$ cat src/rtl/lsu_pkg.sv
// Shared types and lane helpers for the load/store unit in front of the word-wide SPRAM.
// Lane rules for stores and loads live here so every datapath agrees on them.
package lsu_pkg;

   localparam logic [1:0] SZ_BYTE = 2'b00;
   localparam logic [1:0] SZ_HALF = 2'b01;
   localparam logic [1:0] SZ_WORD = 2'b10;
   localparam logic [1:0] SZ_RSVD = 2'b11;

   typedef enum logic [1:0] {
      IDLE      = 2'b00,
      LOAD_WAIT = 2'b01,
      RESP      = 2'b10
   } lsu_state_t;

   // Low address bits are masked to the natural alignment of the access size.
   function automatic logic [1:0] lane_offset(input logic [1:0] size, input logic [1:0] addr_lo);
      logic [1:0] off;
      case (size)
         SZ_BYTE: off = addr_lo;
         SZ_HALF: off = {addr_lo[1], 1'b0};
         default: off = 2'b00;
      endcase
      return off;
   endfunction

   function automatic logic [3:0] store_wen(input logic [1:0] size, input logic [1:0] addr_lo);
      logic [3:0] wen;
      case (size)
         SZ_BYTE: wen = 4'b0001 << addr_lo;
         SZ_HALF: wen = addr_lo[1] ? 4'b1100 : 4'b0011;
         default: wen = 4'b1111;
      endcase
      return wen;
   endfunction

   function automatic logic [31:0] store_data(input logic [1:0] size, input logic [31:0] wdata);
      logic [31:0] data;
      case (size)
         SZ_BYTE: data = {4{wdata[7:0]}};
         SZ_HALF: data = {2{wdata[15:0]}};
         default: data = wdata;
      endcase
      return data;
   endfunction

   function automatic logic is_misaligned(input logic [1:0] size, input logic [1:0] addr_lo);
      logic bad;
      case (size)
         SZ_BYTE: bad = 1'b0;
         SZ_HALF: bad = addr_lo[0];
         SZ_WORD: bad = (addr_lo != 2'b00);
         default: bad = 1'b1;
      endcase
      return bad;
   endfunction

endpackage

$ cat src/rtl/lsu_load_align.sv
// Combinational load lane select and sign/zero extension of a 32-bit memory word.
// Shared between the SPRAM path and any later cache path.
module lsu_load_align
   import lsu_pkg::*;
(
   input  logic [31:0] mem_rdata,
   input  logic [1:0]  offset,
   input  logic [1:0]  size,
   input  logic        is_unsigned,
   output logic [31:0] load_data
);

   logic [31:0] shifted_s;

   assign shifted_s = mem_rdata >> {offset, 3'b000};

   // Word loads always arrive with offset 0, so the shifted value is the raw word.
   always_comb begin
      load_data = shifted_s;
      case (size)
         SZ_BYTE: begin
            if (is_unsigned) begin
               load_data = {24'h000000, shifted_s[7:0]};
            end else begin
               load_data = {{24{shifted_s[7]}}, shifted_s[7:0]};
            end
         end
         SZ_HALF: begin
            if (is_unsigned) begin
               load_data = {16'h0000, shifted_s[15:0]};
            end else begin
               load_data = {{16{shifted_s[15]}}, shifted_s[15:0]};
            end
         end
         default: load_data = shifted_s;
      endcase
   end

endmodule

$ cat src/rtl/lsu_spram.sv
// Load/store unit: core valid/ready requests to byte-enabled SPRAM accesses with a one-cycle read.
// Optional feature macro LSU_MISALIGN_TRAP_EN rejects misaligned and reserved-size requests.
module lsu_spram
   import lsu_pkg::*;
#(
   parameter int ADDR_W = 15
) (
   input  logic              clk,
   input  logic              reset,
   input  logic              req_valid,
   output logic              req_ready,
   input  logic              req_write,
   input  logic [1:0]        req_size,
   input  logic              req_unsigned,
   input  logic [31:0]       req_addr,
   input  logic [31:0]       req_wdata,
   output logic              resp_valid,
   output logic [31:0]       resp_rdata,
   output logic              resp_err,
   output logic [3:0]        mem_wen,
   output logic [ADDR_W-1:0] mem_addr,
   output logic [31:0]       mem_wdata,
   input  logic [31:0]       mem_rdata
);

   lsu_state_t  state_r;
   logic [1:0]  off_r;
   logic [1:0]  size_r;
   logic        uns_r;
   logic        resp_valid_r;
   logic        resp_err_r;
   logic [31:0] resp_rdata_r;

   logic        accept_s;
   logic        err_s;
   logic [1:0]  size_eff_s;
   logic [31:0] load_data_s;
   logic        addr_unused_s;

   assign addr_unused_s = ^req_addr[31:ADDR_W+2];
   assign req_ready     = (state_r != LOAD_WAIT);
   assign accept_s      = req_valid && req_ready;

`ifdef LSU_MISALIGN_TRAP_EN
   assign err_s      = is_misaligned(req_size, req_addr[1:0]);
   assign size_eff_s = req_size;
`else
   assign err_s      = 1'b0;
   assign size_eff_s = (req_size == SZ_RSVD) ? SZ_WORD : req_size;
`endif

   // Store lane steering; the address is always presented so loads read in the accept cycle.
   always_comb begin
      mem_addr  = req_addr[ADDR_W+1:2];
      mem_wdata = store_data(size_eff_s, req_wdata);
      if (accept_s && req_write && !err_s) begin
         mem_wen = store_wen(size_eff_s, req_addr[1:0]);
      end else begin
         mem_wen = 4'b0000;
      end
   end

   lsu_load_align u_align (
      .mem_rdata   (mem_rdata),
      .offset      (off_r),
      .size        (size_r),
      .is_unsigned (uns_r),
      .load_data   (load_data_s)
   );

   // Control FSM and response registers; RESP can accept a new request in the same cycle.
   always_ff @(posedge clk or posedge reset) begin
      if (reset) begin
         state_r      <= IDLE;
         off_r        <= 2'b00;
         size_r       <= SZ_BYTE;
         uns_r        <= 1'b0;
         resp_valid_r <= 1'b0;
         resp_err_r   <= 1'b0;
         resp_rdata_r <= 32'h0000_0000;
      end else begin
         resp_valid_r <= 1'b0;
         case (state_r)
            IDLE, RESP: begin
               if (accept_s) begin
                  if (err_s) begin
                     state_r      <= RESP;
                     resp_valid_r <= 1'b1;
                     resp_err_r   <= 1'b1;
                     resp_rdata_r <= 32'h0000_0000;
                  end else if (req_write) begin
                     state_r      <= RESP;
                     resp_valid_r <= 1'b1;
                     resp_err_r   <= 1'b0;
                     resp_rdata_r <= 32'h0000_0000;
                  end else begin
                     state_r <= LOAD_WAIT;
                     off_r   <= lane_offset(size_eff_s, req_addr[1:0]);
                     size_r  <= size_eff_s;
                     uns_r   <= req_unsigned;
                  end
               end else begin
                  state_r <= IDLE;
               end
            end
            LOAD_WAIT: begin
               state_r      <= RESP;
               resp_valid_r <= 1'b1;
               resp_err_r   <= 1'b0;
               resp_rdata_r <= load_data_s;
            end
            default: begin
               state_r <= IDLE;
            end
         endcase
      end
   end

   assign resp_valid = resp_valid_r;
   assign resp_err   = resp_err_r;
   assign resp_rdata = resp_rdata_r;

endmodule

$ cat config.mk
export PLATFORM = sky130hd
export DESIGN_NAME = lsu_spram
export DESIGN_NICKNAME = d
export VERILOG_FILES = /design/src/rtl/lsu_pkg.sv /design/src/rtl/lsu_load_align.sv /design/src/rtl/lsu_spram.sv
export SDC_FILE = /design/constraint.sdc
export NUM_CORES = 1
export LEC_CHECK = 0
export ABC_AREA = 0
export CAP_MARGIN = 40
export CORE_ASPECT_RATIO = 1.2
export CORE_MARGIN = 3
export CORE_UTILIZATION = 35
export DETAILED_ROUTE_END_ITERATION = 7
export PLACE_DENSITY = 0.83
export SYNTH_ARGS = -nofsm -noshare
export SYNTH_HDL_FRONTEND = slang
export SYNTH_SLANG_ARGS = --single-unit
$ cat constraint.sdc
create_clock -name clk -period 2.3 [get_ports clk]
set_input_delay 0.345 -clock clk [delete_from_list [all_inputs] [get_ports clk]]
set_output_delay 0.345 -clock clk [all_outputs]
set_load 0.02 [all_outputs]
==> results.py <==
metrics = {
    "clocking": {
        "numCtsBuffers": 5,
        "h-tree-depth": 2,
        "cts.root.buffer_cell": "clkbuf_8",
        "cts_sinks": 39,
        "clk_latency_ns": 0.29,
        "cts_tree": "yes",
        "path_clk_slew_ns": 0.08,
        "clock_path_buffers": 2,
        "cts_hold_buffers": 0,
    },
    "placement": {
        "place_area_um2": 3980,
        "pre_cts_slack_ns": -0.144,
        "dp_hpwl_um": 6550,
        "gp_congestion": 0.825,
        "numPortBuffers": 142,
    },
    "sta": {
        "fin_skew_ns": 0.00375,
        "tns_ns": 0,
        "slew_violations": 0,
        "finalSetupViolCount": 0,
        "hold_viol": 0,
        "worst_slack_ns": 0.163,
        "max_slew.worst_pin.slew_ns": 0.565,
        "relSlewSlack_pct": 62.3,
        "layout_min_cycle_time_ns": 2.14,
        "fmax_ghz": 0.468,
        "rsz0062_at_grt": "no",
        "period_share_pct": 92.9,
    },
    "power_and_ir_drop": {
        "p_leak_nw": 1.76,
        "total_power_mw": 2.53,
        "seqPwrFrac_pct": 34.7,
        "switching_share_pct": 33.3,
        "power_frac_comb_pct": 41.7,
        "internal_power_mw": 1.69,
        "ir_drop_mv": 0.514,
        "p_switching_mw": 0.844,
        "p_per_area_nw_per_um2": 621,
        "clkPwrFrac_pct": 23.6,
    },
    "floorplanning": {
        "die_x_um": 84.9,
        "die_h_um": 101,
        "die_area_um2": 8550,
        "io_pins": 189,
        "fp.coreArea_um2": 7060,
        "rows": 33,
        "start_util_pct": 37.0,
    },
    "finish": {
        "design_area_um2": 4080,
        "num-fill-cells": 606,
        "antennaDiodeCount": 0,
        "multi_input_area_um2": 1340,
        "register_area_um2": 976,
        "drive_gt1_share_pct": 14.7,
        "final_nets": 491,
        "syn_to_final_growth_pct": 56.0,
    },
    "synth": {
        "synth_warnings": 0,
        "synth_area_um2": 2620,
        "synth_edf_count": 0,
        "synthTopCellsByArea": "dfrtp_1 37%, mux2_2 11%, mux2i_1 9.2%",
        "synthDominantCellAreaShare_pct": 37.3,
        "synth_seq_area_share_pct": 37.3,
        "syn_inst": 268,
        "yosysMostFrequentCell": "dfrtp_1",
        "yosys.area.top_type": "dfrtp_1",
        "synth_cell_types": 28,
        "synth_commonest_cells": "39 x dfrtp_1, 33 x nand2_1, 33 x o21ai_0",
        "synthesis.nets": 371,
        "ys_seq_elements": 39,
        "synthArstFlopShare_pct": 100,
        "synth_ff_type": "dfrtp_1",
        "avgSynthCellArea_um2": 9.76,
    },
    "critical_path": {
        "r2r_start": "state_r[0]$_DFF_PP0_",
        "timing.rr.end": "resp_rdata[30]$_DFFE_PP0P_",
        "critPathLaunchType": "primary input",
        "crit_arrival_ns": 1.79,
        "cp_max_fo": 8,
        "cp.required_ns": 1.96,
        "ff2ff_setup_slack_ns": 0.39,
        "worstSetupPathType": "primary input to primary output",
        "r2r_cells": 6,
        "end_kind": "primary output",
    },
    "global_routing": {
        "grt_overflow": 0,
        "antenna_found_initial": 0,
        "grt_pass1_wl_um": 13400,
        "grt_max_degree": 40,
        "grt_pass1_vias": 2655,
        "grt_usage_pct": 19.3,
    },
    "route": {
        "via_count": 2512,
        "viasPerCell": 5.28,
        "drc_errors": 0,
        "wl_per_cell_um": 17.4,
        "drt-total-wl_um": 8260,
        "first_pass_iters": 4,
        "final_antenna_net_count": 0,
        "dr.first_iter.drc_count": 97,
    },
    "hold_path": {
        "hp-class": "primary input to asynchronous set/reset pin",
    },
    "status": {
        "status": "finished, final reports clean",
    },
    "flow_run": {
        "max_cap_violations": 0,
    },
}
cells by family (layout without fill, tap and decap cells):
kind of cell	after synthesis	count (layout)	synth area share (%)
multiplexers	51	51	21.7
AND/OR/NAND/NOR	60	60	11.5
buffers and inverters	49	170	11.4
other	1	1	0.143
flip-flops	39	39	37.3
AO/OA/AOI/OAI	68	68	17.9
per-layer routing:
layer / wire length [um] / GRT usage, % / vias to the layer above
li1: - / - / 1181
met2: 4150 / 33.7 / 129
met4: 138 / 3.65 / 0
met3: 673 / 5.23 / 10
met1: 3300 / 24.2 / 1192
met5: 0 / 0 / -
power by group through the flow:
stage                     logic, mW  registers (mW)  clock network (mW)
after floorplan               0.479            1.00                   0
after global placement         1.07           0.884                   0
after detailed placement       1.08           0.890                   0
after CTS                      1.06           0.879               0.610
after global routing           1.13           0.894               0.636
final                          1.06           0.878               0.599
layout make-up:
cell class,instances,area share (%)
Clock inverter,2,0.859
Multi-Input combinational cell,180,32.9
Clock buffer,6,2.02
Timing Repair Buffer,158,37.3
Tap cell,87,2.67
Sequential cell,39,23.9
Inverter,4,0.368
how the worst max path moves through the flow:
stage                                     from       endpoint  slack [ns]  cells past startpoint
after floorplan           resp_valid$_DFF_PP0_     mem_wen[0]        0.34                      6
after global routing               req_size[0]   mem_wdata[8]         0.1                      5
final                              req_size[0]  mem_wdata[11]        0.16                      5
after detailed placement           req_size[1]  mem_wdata[11]       -0.14                      5
after global placement             req_size[1]  mem_wdata[21]       -0.11                      4
after CTS                          req_size[0]  mem_wdata[29]       0.005                      5
per-stage QoR:
stage,hold WS [ns],utilization [%],instances
floorplan,0.450,-,268
global placement,0.467,56.4,468
detailed placement,0.476,56.4,468
CTS,0.484,57.7,476
global route,0.529,57.8,476
finish,0.466,57.8,476
cells in the final DEF (no fill, tap or decap), drive strengths merged:
master,instances
clkinv,1
or3,1
clkbuf,6
or3b,1
clkdlybuf4s50,113
o21a,1
mux2i,24
o211a,1
nor2,6
conb,1
nand2b,1
dlymetal6s2s,2
nand2,33
mux4,2
a221o,16
nor3b,2
nor3,2
mux2,25
a21oi,8
inv,4
dfrtp,39
buf,16
bufinv,1
nor2b,3
nand4,1
nand3b,9
dlygate4sd2,27
o211ai,1
o21ai,33
or2,1
a22o,8
critical path, stage by stage:
cell             delay (ns)
clkdlybuf4s50_1        0.46
nor2_2                 0.12
buf_4                  0.19
mux2_2                 0.35
dlygate4sd2_1          0.32
flip-flops by register name, indices dropped and copies added (netlist names):
name and flops:
uns_r 1, resp_rdata 32, state_r 1, resp_valid 1, size_r 2, off_r 2
what timing repair did:
action,4_1_cts,5_1_grt
pin swaps,0,0
buffers inserted,0,0
setup endpoints to repair,28,9
gates resized for setup,29,3
Note: power is estimated with default switching activity, not from simulation.
